[config.mk]
export PLATFORM = sky130hd
export DESIGN_NAME = vibration_conditioner
export DESIGN_NICKNAME = d
export VERILOG_FILES = /design/src/rtl/vibration_defs_pkg.sv /design/src/rtl/sync_2ff.sv /design/src/rtl/vibration_conditioner.sv
export SDC_FILE = /design/constraint.sdc
export NUM_CORES = 1
export LEC_CHECK = 0
export BUFFER_PORTS_ARGS = -buffer_cell sky130_fd_sc_hd__buf_2
export CORE_ASPECT_RATIO = 0.5
export CORE_UTILIZATION = 65
export DETAILED_ROUTE_END_ITERATION = 10
export PLACE_DENSITY = 0.95
export SYNTH_ARGS = -nofsm -noshare
export SYNTH_HDL_FRONTEND = slang
export SYNTH_HIERARCHICAL = 1
export SYNTH_SLANG_ARGS = --single-unit
[constraint.sdc]
create_clock -name clk -period 5.8 [get_ports clk]
set_input_delay 0.29 -clock clk [delete_from_list [all_inputs] [get_ports clk]]
set_output_delay 0.29 -clock clk [all_outputs]
set_load 0.01 [all_outputs]
[src/rtl/vibration_defs_pkg.sv]
// Shared definitions for the vibration-count front end: state encoding,
// 50 MHz default timing constants and the glitch counter width.
package vibration_defs_pkg;

    typedef enum logic [1:0] {
        IDLE    = 2'd0,
        QUALIFY = 2'd1,
        PULSE   = 2'd2,
        LOCKOUT = 2'd3
    } vib_state_t;

    localparam int unsigned DEF_DEBOUNCE_CYCLES = 50000;   // 1 ms
    localparam int unsigned DEF_PULSE_CYCLES    = 4;
    localparam int unsigned DEF_LOCKOUT_CYCLES  = 500000;  // 10 ms
    localparam int unsigned DEF_CNT_W           = 20;

    localparam int unsigned GLITCH_W = 8;

endpackage

[src/rtl/sync_2ff.sv]
// 1-bit two-flop synchroniser for asynchronous board inputs,
// asynchronous active-high reset to 0.
module sync_2ff (
    input  logic clk,
    input  logic rst,
    input  logic d,
    output logic q
);

    logic meta;

    always_ff @(posedge clk or posedge rst) begin
        if (rst) begin
            meta <= 1'b0;
            q    <= 1'b0;
        end else begin
            meta <= d;
            q    <= meta;
        end
    end

endmodule

[src/rtl/vibration_conditioner.sv]
// Debounces the raw vibration contact and emits one fixed-width, glitch-free
// `up` pulse per genuine event, followed by a lockout period.
module vibration_conditioner
    import vibration_defs_pkg::*;
#(
    parameter bit          POLARITY        = 1'b1,
    parameter int unsigned DEBOUNCE_CYCLES = DEF_DEBOUNCE_CYCLES,
    parameter int unsigned PULSE_CYCLES    = DEF_PULSE_CYCLES,
    parameter int unsigned LOCKOUT_CYCLES  = DEF_LOCKOUT_CYCLES,
    parameter int unsigned CNT_W           = DEF_CNT_W
) (
    input  logic                clk,
    input  logic                rst,
    input  logic                sens_raw,
    input  logic                enable,
    output logic                up,
    output logic                busy,
    output logic [GLITCH_W-1:0] glitch_cnt
);

    localparam logic [CNT_W-1:0] DEB_LAST   = CNT_W'(DEBOUNCE_CYCLES - 1);
    localparam logic [CNT_W-1:0] PULSE_LAST = CNT_W'(PULSE_CYCLES - 1);
    localparam logic [CNT_W-1:0] LOCK_LAST  = CNT_W'(LOCKOUT_CYCLES - 1);

    vib_state_t       state, state_next;
    logic [CNT_W-1:0] tmr, tmr_next;
    logic             sync_q;
    logic             s;
    logic             glitch_inc;

    sync_2ff u_sync (
        .clk (clk),
        .rst (rst),
        .d   (sens_raw),
        .q   (sync_q)
    );

    assign s = ~(sync_q ^ POLARITY);

    always_comb begin
        state_next = state;
        tmr_next   = tmr;
        glitch_inc = 1'b0;
        case (state)
            IDLE: begin
                if (enable && s) state_next = QUALIFY;
            end
            QUALIFY: begin
                // Enable abort takes priority over a dropped contact.
                if (!enable) begin
                    state_next = IDLE;
                end else if (!s) begin
                    state_next = IDLE;
                    glitch_inc = 1'b1;
                end else if (tmr == DEB_LAST) begin
                    state_next = PULSE;
                end else begin
                    tmr_next = tmr + 1'b1;
                end
            end
            PULSE: begin
                if (tmr == PULSE_LAST) state_next = LOCKOUT;
                else                   tmr_next   = tmr + 1'b1;
            end
            LOCKOUT: begin
                if (tmr == LOCK_LAST) begin
                    if (!s) state_next = IDLE;
                end else begin
                    tmr_next = tmr + 1'b1;
                end
            end
            default: state_next = IDLE;
        endcase
        if (state_next != state) tmr_next = '0;
    end

    // up/busy come from next-state so they are clean registered outputs.
    always_ff @(posedge clk or posedge rst) begin
        if (rst) begin
            state      <= IDLE;
            tmr        <= '0;
            up         <= 1'b0;
            busy       <= 1'b0;
            glitch_cnt <= '0;
        end else begin
            state <= state_next;
            tmr   <= tmr_next;
            up    <= (state_next == PULSE);
            busy  <= (state_next != IDLE);
            if (glitch_inc && (glitch_cnt != '1))
                glitch_cnt <= glitch_cnt + 1'b1;
        end
    end

endmodule

# --- Word level (Yosys, flattened, before mapping) ---
# Cells that the tools add are included.
totals:
  regBits: 34
  input_bits: 4
  output_inout_bits: 10
  elab_cells: 47
classes:
  add_sub_neg: 2
  eq_ne: 14
  n_mux: 18
  n_reduce_logical: 6
op_table:
  columns: ["cell", "n"]
  rows:
  - ["$mux W20", 6]
  - ["$pmux W20 S3", 1]
  - ["$add A20 B1 Y20 const B", 1]
  - ["$eq A20 B16 Y1 const B", 1]
  - ["$eq A20 B19 Y1 const B", 1]
  - ["$eq A20 B2 Y1 const B", 1]
  - ["$mux W2", 7]
  - ["$ne A3 B3 Y1 const B", 4]
  - ["$add A8 B1 Y8 const B", 1]
  - ["$ne A8 B8 Y1 const B", 1]
  - ["$pmux W2 S4", 1]
  - ["$eq A2 B2 Y1 const B", 3]
  - ["$reduce_and A6 Y1", 1]
  - ["$reduce_bool A4 Y1", 1]
  - ["$mux W1", 3]
  - ["$ne A3 B2 Y1 const B", 1]
  - ["$eq A2 B1 Y1 const B", 1]
  - ["$logic_and A1 B1 Y1", 2]
  - ["$logic_not A2 Y1", 1]
  - ["$ne A2 B2 Y1", 1]
  - ["$reduce_bool A2 Y1", 1]

# --- Logic depth before layout (Yosys ltp) ---
# Gate-level depths: netlist of run 1.
logic_depth:
  word_depth: 8
  depth_mapped: 8
  ltp_nobuf: 7

# --- Modules after synthesis ---
# The synthesis of run 1 kept the hierarchy.
modules_own_cells:
  columns: ["module", "n_inst", "cells_each", "area_per_inst_um2", "seq_area_each_um2"]
  rows:
  - ["vibration_conditioner", 1, 196, 2049.5, 800.8]
  - ["sync_2ff", 1, 3, 53.8, 50.0]

# --- Least setup slack after synthesis of run 1 ---
# OpenSTA, ideal clock, no wires.
synth_timing:
  kind: "register -> register"
  start: "register tmr[11]"
  end: "register tmr[0]"
  setup_ns: 0.135
  t_arrival_ns: 2.139
  required_time_ns: 5.665
  slack_ns: 3.526
  path_stages_with_launch: 7
  n_path_buf: 1
  synth_period_minus_slack_ns: 2.274
  cell_sequence: "dfrtp_1 > or4_4 > or3_4 > o41ai_2 > and4_1 > buf_6 > a211oi_2"
synth_between:
  elab_chain_len: 8
  elab_cells_between_ends: 18
  cone_classes: "9 x eq/ne; 7 x mux; 2 x reduce/logical"
synth_lines:
  columns: ["item", "line", "source"]
  rows:
  - ["start: declaration", "vibration_conditioner.sv:26", "logic [CNT_W-1:0] tmr, tmr_next;"]
  - ["start signal: assignment", "vibration_conditioner.sv:87", "tmr <= tmr_next;"]
  - ["$eq A20 B16 Y1", "vibration_conditioner.sv:55", "end else if (tmr == DEB_LAST) begin"]
  - ["$mux W2", "vibration_conditioner.sv:55", null]
  - ["$mux W2", "vibration_conditioner.sv:52", "end else if (!s) begin"]
  - ["$mux W2", "vibration_conditioner.sv:50", "if (!enable) begin"]
  - ["$pmux W2 S4", "vibration_conditioner.sv:44", "case (state)"]
  - ["$ne A2 B2 Y1", "vibration_conditioner.sv:74", "if (state_next != state) tmr_next = '0;"]
  - ["$ne A3 B2 Y1 (no source line) (tied with other cells)", null, null]
  - ["$reduce_and A6 Y1 (no source line)", null, null]
# Several ways; a longest one is shown, not always the timed one.
# A chain may end at the register's enable or synchronous reset.

# --- Final worst setup path of run 1 ---
layout_timing:
  start: "register tmr[11]"
  end: "register tmr[13]"
layout_between:
  elab_chain_len: 8
  elab_cells_between_ends: 25
  cone_classes: "1 x add/sub; 9 x eq/ne; 13 x mux; 2 x reduce/logical"
layout_lines:
  columns: ["item"]
  rows:
  - ["parallel branches: the longest is 8 deep, another holds $add A20 B1 Y20"]
# Several ways; the timed one is not identified. The select of a mux whose other input is x is not followed.

==> qor.yml, run 1 <==
outcome:
  status: "completed"
floorplan:
  dieHeight_um: 42.2
  num_io_pins: 14
  core_area_um2: 3050
  fp-row-count: 14
  die_w_um: 82.4
  dieArea_um2: 3480
  start_util_pct: 69.0
yosys:
  synth_compound_area_share_pct: 15.2
  synth_top_family_by_area: "simple AND/OR/NAND/NOR gates"
  avgSynthCellArea_um2: 10.6
  syn-cell-area_um2: 2100
  synthTopCellsByCount: "dfrtp_1, xor2_1, nand3_1"
  synth_seq_area_share_pct: 40.5
  synth_top_area_share_pct: 40.5
  synth_nets: 209
  synth.area.mux_share_pct: 0.535
  synth_cell_type_count: 48
  synth_xor_area_share_pct: 7.91
  synth.top_cells.by_area: "dfrtp_1, xor2_1, nor3_2, a211oi_2, ha_1"
  synth-simple-area-share_pct: 28.3
  ys_ff_latch: 34
  synth-async-reset-ratio_pct: 100
  yosysMostFrequentCell: "dfrtp_1"
  yosysTopAreaCell: "dfrtp_1"
  synthAdderAreaFrac_pct: 3.57
  netlist_instances: 199
  ys_warn_count: 6
  synth_edf_count: 0
  synthFlopType: "dfrtp_1"
layout:
  area_delta_synth_final_pct: 7.97
  fillers: 174
  multiInputGateArea_um2: 1170
  final_cells: 255
  drive_gt1_share_pct: 24.7
  num_antenna_cells: 0
  seq_area_um2: 851
  layout.nets: 226
sta:
  rsz0062_at_grt: "false"
  fin_crit_sh_pct: 54.5
  finalHoldViolCount: 0
  period_minus_slack_ns: 3.16
  slew_headroom_pct: 12.9
  fin_ws_ns: 2.64
  report.final.slew_viol_count: 0
  clock_skew_ns: 0.00383
  worst_pin_slew_ns: 1.30
  setup_viol_count_final: 0
  holdWs_ns: 0.113
  timing.setup.tns_ns: 0
  fmax_mhz: 317
setup_path:
  max_stage_delay_ns: 0.95
  r2r_cells: 5
  crit_chain: "or4_4 > nor4b_1 > a21o_1 > and4_1 > nor3_2"
  ff2ff_setup_slack_ns: 2.64
  worst_ep_arrival_time_ns: 3.29
  crit_start: "tmr[11]"
  rr_endpoint: "tmr[13]"
  cp-start-kind: "register"
  worstPathRequired_ns: 5.93
  cpMaxStageDelayCell: "and4_1"
  cp_max_fo: 20
  reg2reg_from: "tmr[11]"
  crit_path_end_kind: "register"
  critPathKind: "register to register"
clocking:
  cts_root_buffer: "clkbuf_8"
  clock-sinks: 34
  cts.clk_slew.worst_paths_ns: 0.06
  clk_path_buf_depth: 2
  cts.htree.levels: 2
  cts_tree: "built"
  cts_made_buffers: 5
  cts-resized-gates: 0
  worst_skew_pair.late_latency_ns: 0.29
worst_hold_path:
  hp-start: "sens_raw"
  holdCritPathClass: "primary input to register"
  hold_depth: 1
  worstHoldEndpoint: "u_sync/meta"
power_and_ir_drop:
  p_leak_nw: 1.04
  power_density_nw_per_um2: 351
  max-vdd-ir-drop_v: 0.000295
place:
  io_buffers: 13
  dpl.cell_count: 248
  gp_congestion: 0.937
  dp_slack_ns: 2.76
  hpwl_um: 3300
flow_run:
  drv_cap: 0
detailed_routing:
  dr.first_iter.drc_count: 277
  avgViaCountPerCell: 7.10
  wl_um: 5220
  avgRoutedWirePerCell_um: 20.5
  drc_errors: 0
  postRouteAntennaNets: 0
  drt-pass1-iter-count: 7
  num_vias: 1810
global_route:
  overflow: 0
  grt_usage_pct: 32.3
  grt_pass1_wl_um: 8070
  antenna_found_initial: 0
  grt_max_degree: 21
  grt_pass1_vias: 1708
-- per-stage QoR --
| step | total power, mW | cell area, µm² | util (%) |
|---|---|---|---|
| 2_1_floorplan | 0.548 | 2100 | - |
| 3_3_place_gp | 0.585 | 2180 | 71.5 |
| 3_5_place_dp | 0.609 | 2180 | 71.5 |
| 4_1_cts | 0.782 | 2270 | 74.5 |
| 5_1_grt | 0.837 | 2270 | 74.5 |
| 6_report | 0.796 | 2270 | 74.5 |
-- sequential cells by signal, indices dropped and copies added (netlist names) --
register	flops
u_sync/meta	1
tmr	20
up	1
busy	1
u_sync/q	1
glitch_cnt	8
state	2
-- worst max path at each step --
stage               to  slack (ns)  cells after the start
2_1_floorplan   tmr[0]        3.53                      6
3_3_place_gp   tmr[14]        2.87                      5
3_5_place_dp   tmr[10]        2.76                      5
4_1_cts        tmr[13]        2.73                      5
5_1_grt        tmr[13]        2.58                      5
6_report       tmr[13]        2.64                      5
-- cell type report --
| class | count | area share, % |
|---|---|---|
| clock buffer | 6 | 3.64 |
| tap | 40 | 2.20 |
| timing repair buffer | 16 | 3.97 |
| inverter | 8 | 1.32 |
| sequential | 34 | 37.5 |
| multi-input combinational | 151 | 51.4 |
-- logic make-up after synthesis --
group | after synthesis
buffers and inverters | 14
flip-flops | 34
AND/OR/NAND/NOR | 92
XOR/XNOR | 19
AO/OA/AOI/OAI | 33
multiplexers | 1
adder cells (fa/ha/maj) | 6
-- timing repair --
item	CTS	global route
buffers inserted	0	0
hold buffers	1	0
endpoints found under the hold margin	2	0
-- routing by layer --
layer / global-route usage [%] / share of wire, % / vias to the layer above
met2: 51.4 / 47 / 137
met1: 39.4 / 41 / 862
met5: 0 / 0 / -
met3: 9.35 / 8.7 / 27
met4: 18.2 / 3.8 / 0
li1: - / - / 784
-- power by group --
part | switching (mW) | internal, mW
Sequential | 0.0402 | 0.271
Clock | 0.0812 | 0.0914
Combinational | 0.211 | 0.102
-- layout by cell type (no fill, tap or decap), types with 4 or more instances in the layout --
| cell type | count |
|---|---|
| inv_1 | 8 |
| nor3_2 | 12 |
| buf_2 | 13 |
| or4_1 | 5 |
| or3_1 | 5 |
| ha_1 | 6 |
| xnor2_1 | 4 |
| dfrtp_1 | 34 |
| nand4_1 | 10 |
| nand3_1 | 13 |
| xor2_1 | 15 |
| nand2_1 | 12 |
| clkbuf_8 | 6 |
| a211oi_2 | 8 |
| o31ai_1 | 7 |
| and3_1 | 6 |
| nor2_1 | 8 |
-- worst max-delay path: cells and delay by family, from the launching register on --
kind               cells  cell delay (ns)
AOI/OAI and AO/OA      1             0.24
DFF                    1             0.43
and+or+nand+nor        4             2.31
Note: power is estimated with default switching activity, not from simulation.
==> run 2: changes to the inputs <==
- CORE_UTILIZATION: 65 -> 54
- PLACE_DENSITY: 0.95 -> 0.86
- clock period: 5.8 -> 2.5 ns (I/O delays scaled with it)
==> qor.yml, run 2 (same netlist as run 1, synthesis figures left out) <==
power_and_ir_drop:
  pwr-share-clk_pct: 19.4  # -2.3 points
  switchingPower_mw: 0.761  # +130%
  finalPower_mw: 1.89  # +140%
  p_int_mw: 1.13  # +140%
  max-vdd-ir-drop_v: 0.000315  # +6.6%
  comb_power_share_pct: 42.4  # +3.2 points
  power_density_nw_per_um2: 786  # +120%
  sequentialPowerShare_pct: 38.2  # -0.9 points
  p_leak_nw: 1.10  # +6.0%
  swShare_pct: 40.2  # -1.5 points
clocking:
  cts.clk_slew.worst_paths_ns: 0.06  # about the same
  cts_setup_buffers: 0  # unchanged
  cts_root_buffer: "clkbuf_8"
  cts.htree.levels: 2  # unchanged
  cts_made_buffers: 5  # unchanged
  clock-sinks: 34  # unchanged
  worst_skew_pair.late_latency_ns: 0.28  # about the same
  cts_tree: "built"
  clk_path_buf_depth: 2  # unchanged
place:
  hpwl_um: 3340  # +1.2%
  io_buffers: 13  # unchanged
  gp_congestion: 0.910  # -2.8%
  dp_slack_ns: 0.0691  # -2.69 ns
  placed_area_um2: 2280  # +4.7%
layout:
  area_delta_synth_final_pct: 14.3
  num_antenna_cells: 0  # unchanged
  fillers: 241  # +39%
  drive_gt1_share_pct: 28.2  # +3.5 points
  reg_top3: "tmr (20), glitch_cnt (8), state (2)"
  final_cell_mix: "dfrtp_1, xor2_1, nand3_1, buf_2"
  mostFrequentLayoutCell: "dfrtp_1"
  top_register: "tmr"
  fin_area_um2: 2400  # +5.9%
  largest_register_ffs: 20  # unchanged
  layout.nets: 237  # +4.9%
floorplan:
  start_util_pct: 58.7  # -10 points
  num_io_pins: 14  # unchanged
  core_area_um2: 3580  # +18%
  dieArea_um2: 4160  # +20%
  die_w_um: 90.3  # +9.5%
  dieHeight_um: 46.1  # +9.2%
  fp-row-count: 15  # +1
sta:
  worst_pin_slew_ns: 0.625  # -0.678 ns
  fin_crit_sh_pct: 98.9  # +44 points
  finalHoldViolCount: 0  # unchanged
  fin_ws_ns: 0.0263  # -2.62 ns
  report.final.slew_viol_count: 0  # unchanged
  period_minus_slack_ns: 2.47  # -0.685 ns
  slew_headroom_pct: 58.3  # +45 points
  fmax_mhz: 404  # +28%
  timing.setup.tns_ns: 0  # unchanged
  setup_viol_count_final: 0  # unchanged
  holdWs_ns: 0.269  # +0.156 ns
  clock_skew_ns: 0.00273  # -0.00110 ns
global_route:
  grt_pass1_wl_um: 8140  # +0.85%
  grt_pass1_vias: 1695  # -0.76%
  antenna_found_initial: 0  # unchanged
  grt_usage_pct: 26.1  # -6.3 points
  grt_max_degree: 21  # unchanged
  overflow: 0  # unchanged
detailed_routing:
  avgViaCountPerCell: 6.31  # -11%
  drt-pass1-iter-count: 4  # -3
  postRouteAntennaNets: 0  # unchanged
  num_vias: 1755  # -3.0%
  wl_um: 5010  # -4.0%
  dr.first_iter.drc_count: 150  # -46%
  drc_errors: 0  # unchanged
  avgRoutedWirePerCell_um: 18.0  # -12%
setup_path:
  worstPathRequired_ns: 2.64  # -3.29 ns
  critPathKind: "register to register"
  cp_max_fo: 10  # -50%
  crit_path_end_kind: "register"
  cp-start-kind: "register"
  worst_ep_arrival_time_ns: 2.61  # -0.68 ns
worst_hold_path:
  holdCritPathClass: "primary input to asynchronous set/reset pin"
flow_run:
  drv_cap: 0  # unchanged
outcome:
  status: "completed"
==> run 2: final timing paths <==
check | start | end | slack (ns) | cells after the start
min | rst | u_sync/q | 0.27 | 3
max reg2reg | tmr[10] | tmr[19] | 0.03 | 6
max | tmr[10] | tmr[19] | 0.03 | 6
min reg2reg | u_sync/meta | u_sync/q | 0.36 | 0
max in group asynchronous | rst | glitch_cnt[5] | 1.36 | 4
min in group clk | enable | state[0] | 0.35 | 3
==> run 2: per-stage QoR <==
step	cells	util (%)
final	278	67.1
after global routing	278	67.1
after CTS	278	66.3
after detailed placement	269	63.6
after global placement	269	63.6
after floorplan	199	-
==> run 2: worst max-delay path: stages (launching register included) <==
cell and delay, ns:
dfrtp_1 0.40, or4_4 0.56, or3_4 0.44, o41ai_4 0.38, and4_4 0.30, buf_6 0.18
a211oi_2 0.07
==> run 2: repair_timing <==
action / CTS / global route
hold buffers: 2 / 0
hold endpoints to repair: 19 / 0
endpoints found under the setup margin: 0 / 20
resized for setup: 0 / 7
==> run 2: metal layers <==
layer,up-vias,GRT usage (%),wire length (µm)
li1,814,-,-
met1,833,31.8,2170
met2,86,44.0,2340
met3,22,8.09,340
met4,0,12.6,163
met5,-,0,0
==> run 2: power groups by stage <==
stage               clock network [mW]  registers, mW  logic [mW]
finish                           0.367          0.723       0.801
global route                     0.405          0.731       0.867
CTS                              0.372          0.717       0.738
detailed placement                   0          0.725       0.720
global placement                     0          0.718       0.704
floorplan                            0          0.728       0.543
==> run 2: final cells by class <==
cell class	count	area (µm²)	share of cell area, %
Multi-Input combinational cell	151	1180	49.3
Sequential cell	34	851	35.4
Timing Repair Buffer	27	199	8.27
Clock buffer	7	76.3	3.17
Tap cell	51	63.8	2.65
Inverter	8	30.0	1.25
==> run 3: changes to the inputs <==
- ABC_AREA: unset -> 1
==> qor.yml, run 3 <==
layout:
  largest_register_ffs: 20  # unchanged
  layout.nets: 336  # +42%
  area_delta_synth_final_pct: 9.45
  seq_area_um2: 851  # unchanged
  top_register: "tmr"
  final_cell_mix: "nand2_1, inv_1, nor2_1"
  drive_gt1_share_pct: 14.1  # -14 points
  mostFrequentLayoutCell: "nand2_1"
  reg_top3: "tmr (20), glitch_cnt (8), state (2)"
  fillers: 300  # +24%
  num_antenna_cells: 0  # unchanged
  fin_area_um2: 2380  # -1.1%
  multiInputGateArea_um2: 1090  # -7.6%
detailed_routing:
  postRouteAntennaNets: 0  # unchanged
  avgViaCountPerCell: 5.19  # -18%
  wl_um: 4520  # -9.8%
  drt-pass1-iter-count: 4  # unchanged
  num_vias: 1962  # +12%
  dr.first_iter.drc_count: 182  # +21%
  drc_errors: 0  # unchanged
  avgRoutedWirePerCell_um: 12.0  # -34%
clocking:
  clock-sinks: 34  # unchanged
  cts.htree.levels: 2  # unchanged
  cts_setup_buffers: 0  # unchanged
  cts_made_buffers: 5  # unchanged
  cts_root_buffer: "clkbuf_8"
  cts_tree: "built"
  clk_path_buf_depth: 2  # unchanged
  worst_skew_pair.late_latency_ns: 0.29  # about the same
  cts.clk_slew.worst_paths_ns: 0.07  # about the same
global_route:
  grt_usage_pct: 22.7  # -3.4 points
  grt_max_degree: 39  # +86%
  antenna_found_initial: 0  # unchanged
  overflow: 0  # unchanged
  grt_pass1_vias: 1700  # +0.29%
  grt_pass1_wl_um: 7360  # -9.7%
setup_path:
  critPathKind: "register to register"
  crit_start: "tmr[0]"
  worstPathRequired_ns: 2.71  # +0.07 ns
  ff2ff_setup_slack_ns: 0.41  # +0.38 ns
  cp_max_fo: 20  # +10
  endpoint: "tmr[17]"
  rr_endpoint: "tmr[17]"
  max_stage_delay_ns: 0.39  # -0.17 ns
  crit_chain: "ha_1 > nand3_2 > nor2_1 > nand3_1 > nand2_1 > nand2_1 > nand3_2 > nand2_2 > nand2_1 > nand3_2 > nor2_1"
  r2r_cells: 11  # +5
  cpMaxStageDelayCell: "dfrtp_1"
  crit_path_end_kind: "register"
  reg2reg_from: "tmr[0]"
  cp-start-kind: "register"
  worst_ep_arrival_time_ns: 2.30  # -0.31 ns
sta:
  fin_crit_sh_pct: 83.7  # -15 points
  clock_skew_ns: 0.00391  # +0.00117 ns
  finalHoldViolCount: 0  # unchanged
  worst_pin_slew_ns: 0.437  # -0.188 ns
  setup_viol_count_final: 0  # unchanged
  slew_headroom_pct: 70.8  # +13 points
  report.final.slew_viol_count: 0  # unchanged
  period_minus_slack_ns: 2.09  # -0.381 ns
  timing.setup.tns_ns: 0  # unchanged
  fin_ws_ns: 0.407  # +0.381 ns
  rsz0062_at_grt: "false"
  fmax_mhz: 478  # +18%
floorplan:
  fp-row-count: 15  # unchanged
  dieHeight_um: 46.8  # +1.5%
  die_w_um: 91.7  # +1.6%
  core_area_um2: 3640  # +1.6%
  dieArea_um2: 4300  # +3.2%
  start_util_pct: 59.7  # +0.98 points
  num_io_pins: 14  # unchanged
yosys:
  synth_seq_area_share_pct: 39.2  # -1.3 points
  ys_ff_latch: 34  # unchanged
  synth_nets: 318  # +52%
  synth_top_area_share_pct: 39.2  # -1.3 points
  synthTopCellsByCount: "nand2_1, inv_1, nor2_1"
  syn-cell-area_um2: 2170  # +3.3%
  synth_cell_type_count: 24  # -50%
  synth.top_cells.by_area: "dfrtp_1, nand2_1, inv_1, nor2_1, nand3_1"
  synth-async-reset-ratio_pct: 100  # unchanged
  yosysMostFrequentCell: "nand2_1"
  synthFlopType: "dfrtp_1"
  synth_edf_count: 0  # unchanged
  netlist_instances: 308  # +55%
  ys_warn_count: 6  # unchanged
  avgSynthCellArea_um2: 7.05  # -33%
  yosysTopAreaCell: "dfrtp_1"
place:
  gp_congestion: 0.882  # -3.1%
  dp_slack_ns: 0.424  # +0.355 ns
  placed_area_um2: 2260  # -0.77%
  io_buffers: 13  # unchanged
  hpwl_um: 3250  # -2.8%
power_and_ir_drop:
  max-vdd-ir-drop_v: 0.000427  # +36%
  finalPower_mw: 0.999  # -47%
  power_density_nw_per_um2: 420  # -47%
  p_leak_nw: 1.28  # +17%
worst_hold_path:
  holdCritPathClass: "primary input to asynchronous set/reset pin"
outcome:
  status: "completed"
flow_run:
  drv_cap: 0  # unchanged
run 3: cell count changes after synthesis, sizes merged, moves of 6 or more:
cell and delta:
xor2 -10, nor3 -9, a211oi -8, inv +38, or4 -7, and3 -7
or3 -6, o31ai -7, nor2 +45, nand3 +22, nand2 +84
run 3: power breakdown:
part	switching (mW)	internal (mW)	leakage, nW	total [mW]
clock network	0.205	0.221	0.0472	0.426
logic	0.0146	0.00546	0.805	0.0200
registers	0.000711	0.551	0.430	0.552
run 3: metrics by stage:
step	utilization, %	hold WS [ns]	cells
floorplan	-	-0.134	308
global placement	62.1	-0.0179	368
detailed placement	62.1	0.00224	368
CTS	65.3	0.242	378
global route	65.3	0.248	378
finish	65.3	0.246	378
run 3: cell type report:
cell class	instances	area share (%)
inverter	46	7.26
multi-input combinational	222	46.1
timing repair buffer	17	4.21
tap	51	2.68
sequential	34	35.8
clock buffer	6	3.47
clock inverter	2	0.526
run 3: worst max-delay path, delay by kind of cell, from the launching register on:
family / cells / cell delay (ns)
simple gates: 10 / 1.34
fa+ha+maj: 1 / 0.27
flops: 1 / 0.39
run 3: routing by layer:
layer	up-vias	global-route usage [%]	share of wire (%)	wire length, µm
met4	0	5.94	0.46	21
met5	-	0	0	0
met3	2	7.61	5.2	235
li1	986	-	-	-
met2	54	39.1	47	2130
met1	920	28.6	47	2130
run 3: worst min path at each step:
stage,end,startpoint,cells after the start,slack [ns]
2_1_floorplan,u_sync/meta,rst,1,-0.13
6_report,u_sync/q,rst,3,0.25
5_1_grt,u_sync/meta,rst,3,0.25
4_1_cts,u_sync/meta,rst,3,0.24
3_5_place_dp,u_sync/q,rst,2,0.002
3_3_place_gp,u_sync/meta,rst,2,-0.02
run 3: cells by family (layout without fill, tap and decap cells):
family | after synthesis | in the layout | share of synthesized area, %
adder cells (fa/ha/maj) | 6 | 6 | 3.46
XOR/XNOR | 8 | 8 | 3.23
flip-flops | 34 | 34 | 39.2
buffers and inverters | 52 | 71 | 10.4
AO/OA/AOI/OAI | 3 | 3 | 0.864
multiplexers | 1 | 1 | 0.518
AND/OR/NAND/NOR | 204 | 204 | 42.3
run 3: timing repair:
| item | CTS | global route |
|---|---|---|
| setup endpoints to repair | 0 | 0 |
| hold buffers | 2 | 0 |
| endpoints found under the hold margin | 35 | 0 |
| resized for setup | 0 | 0 |
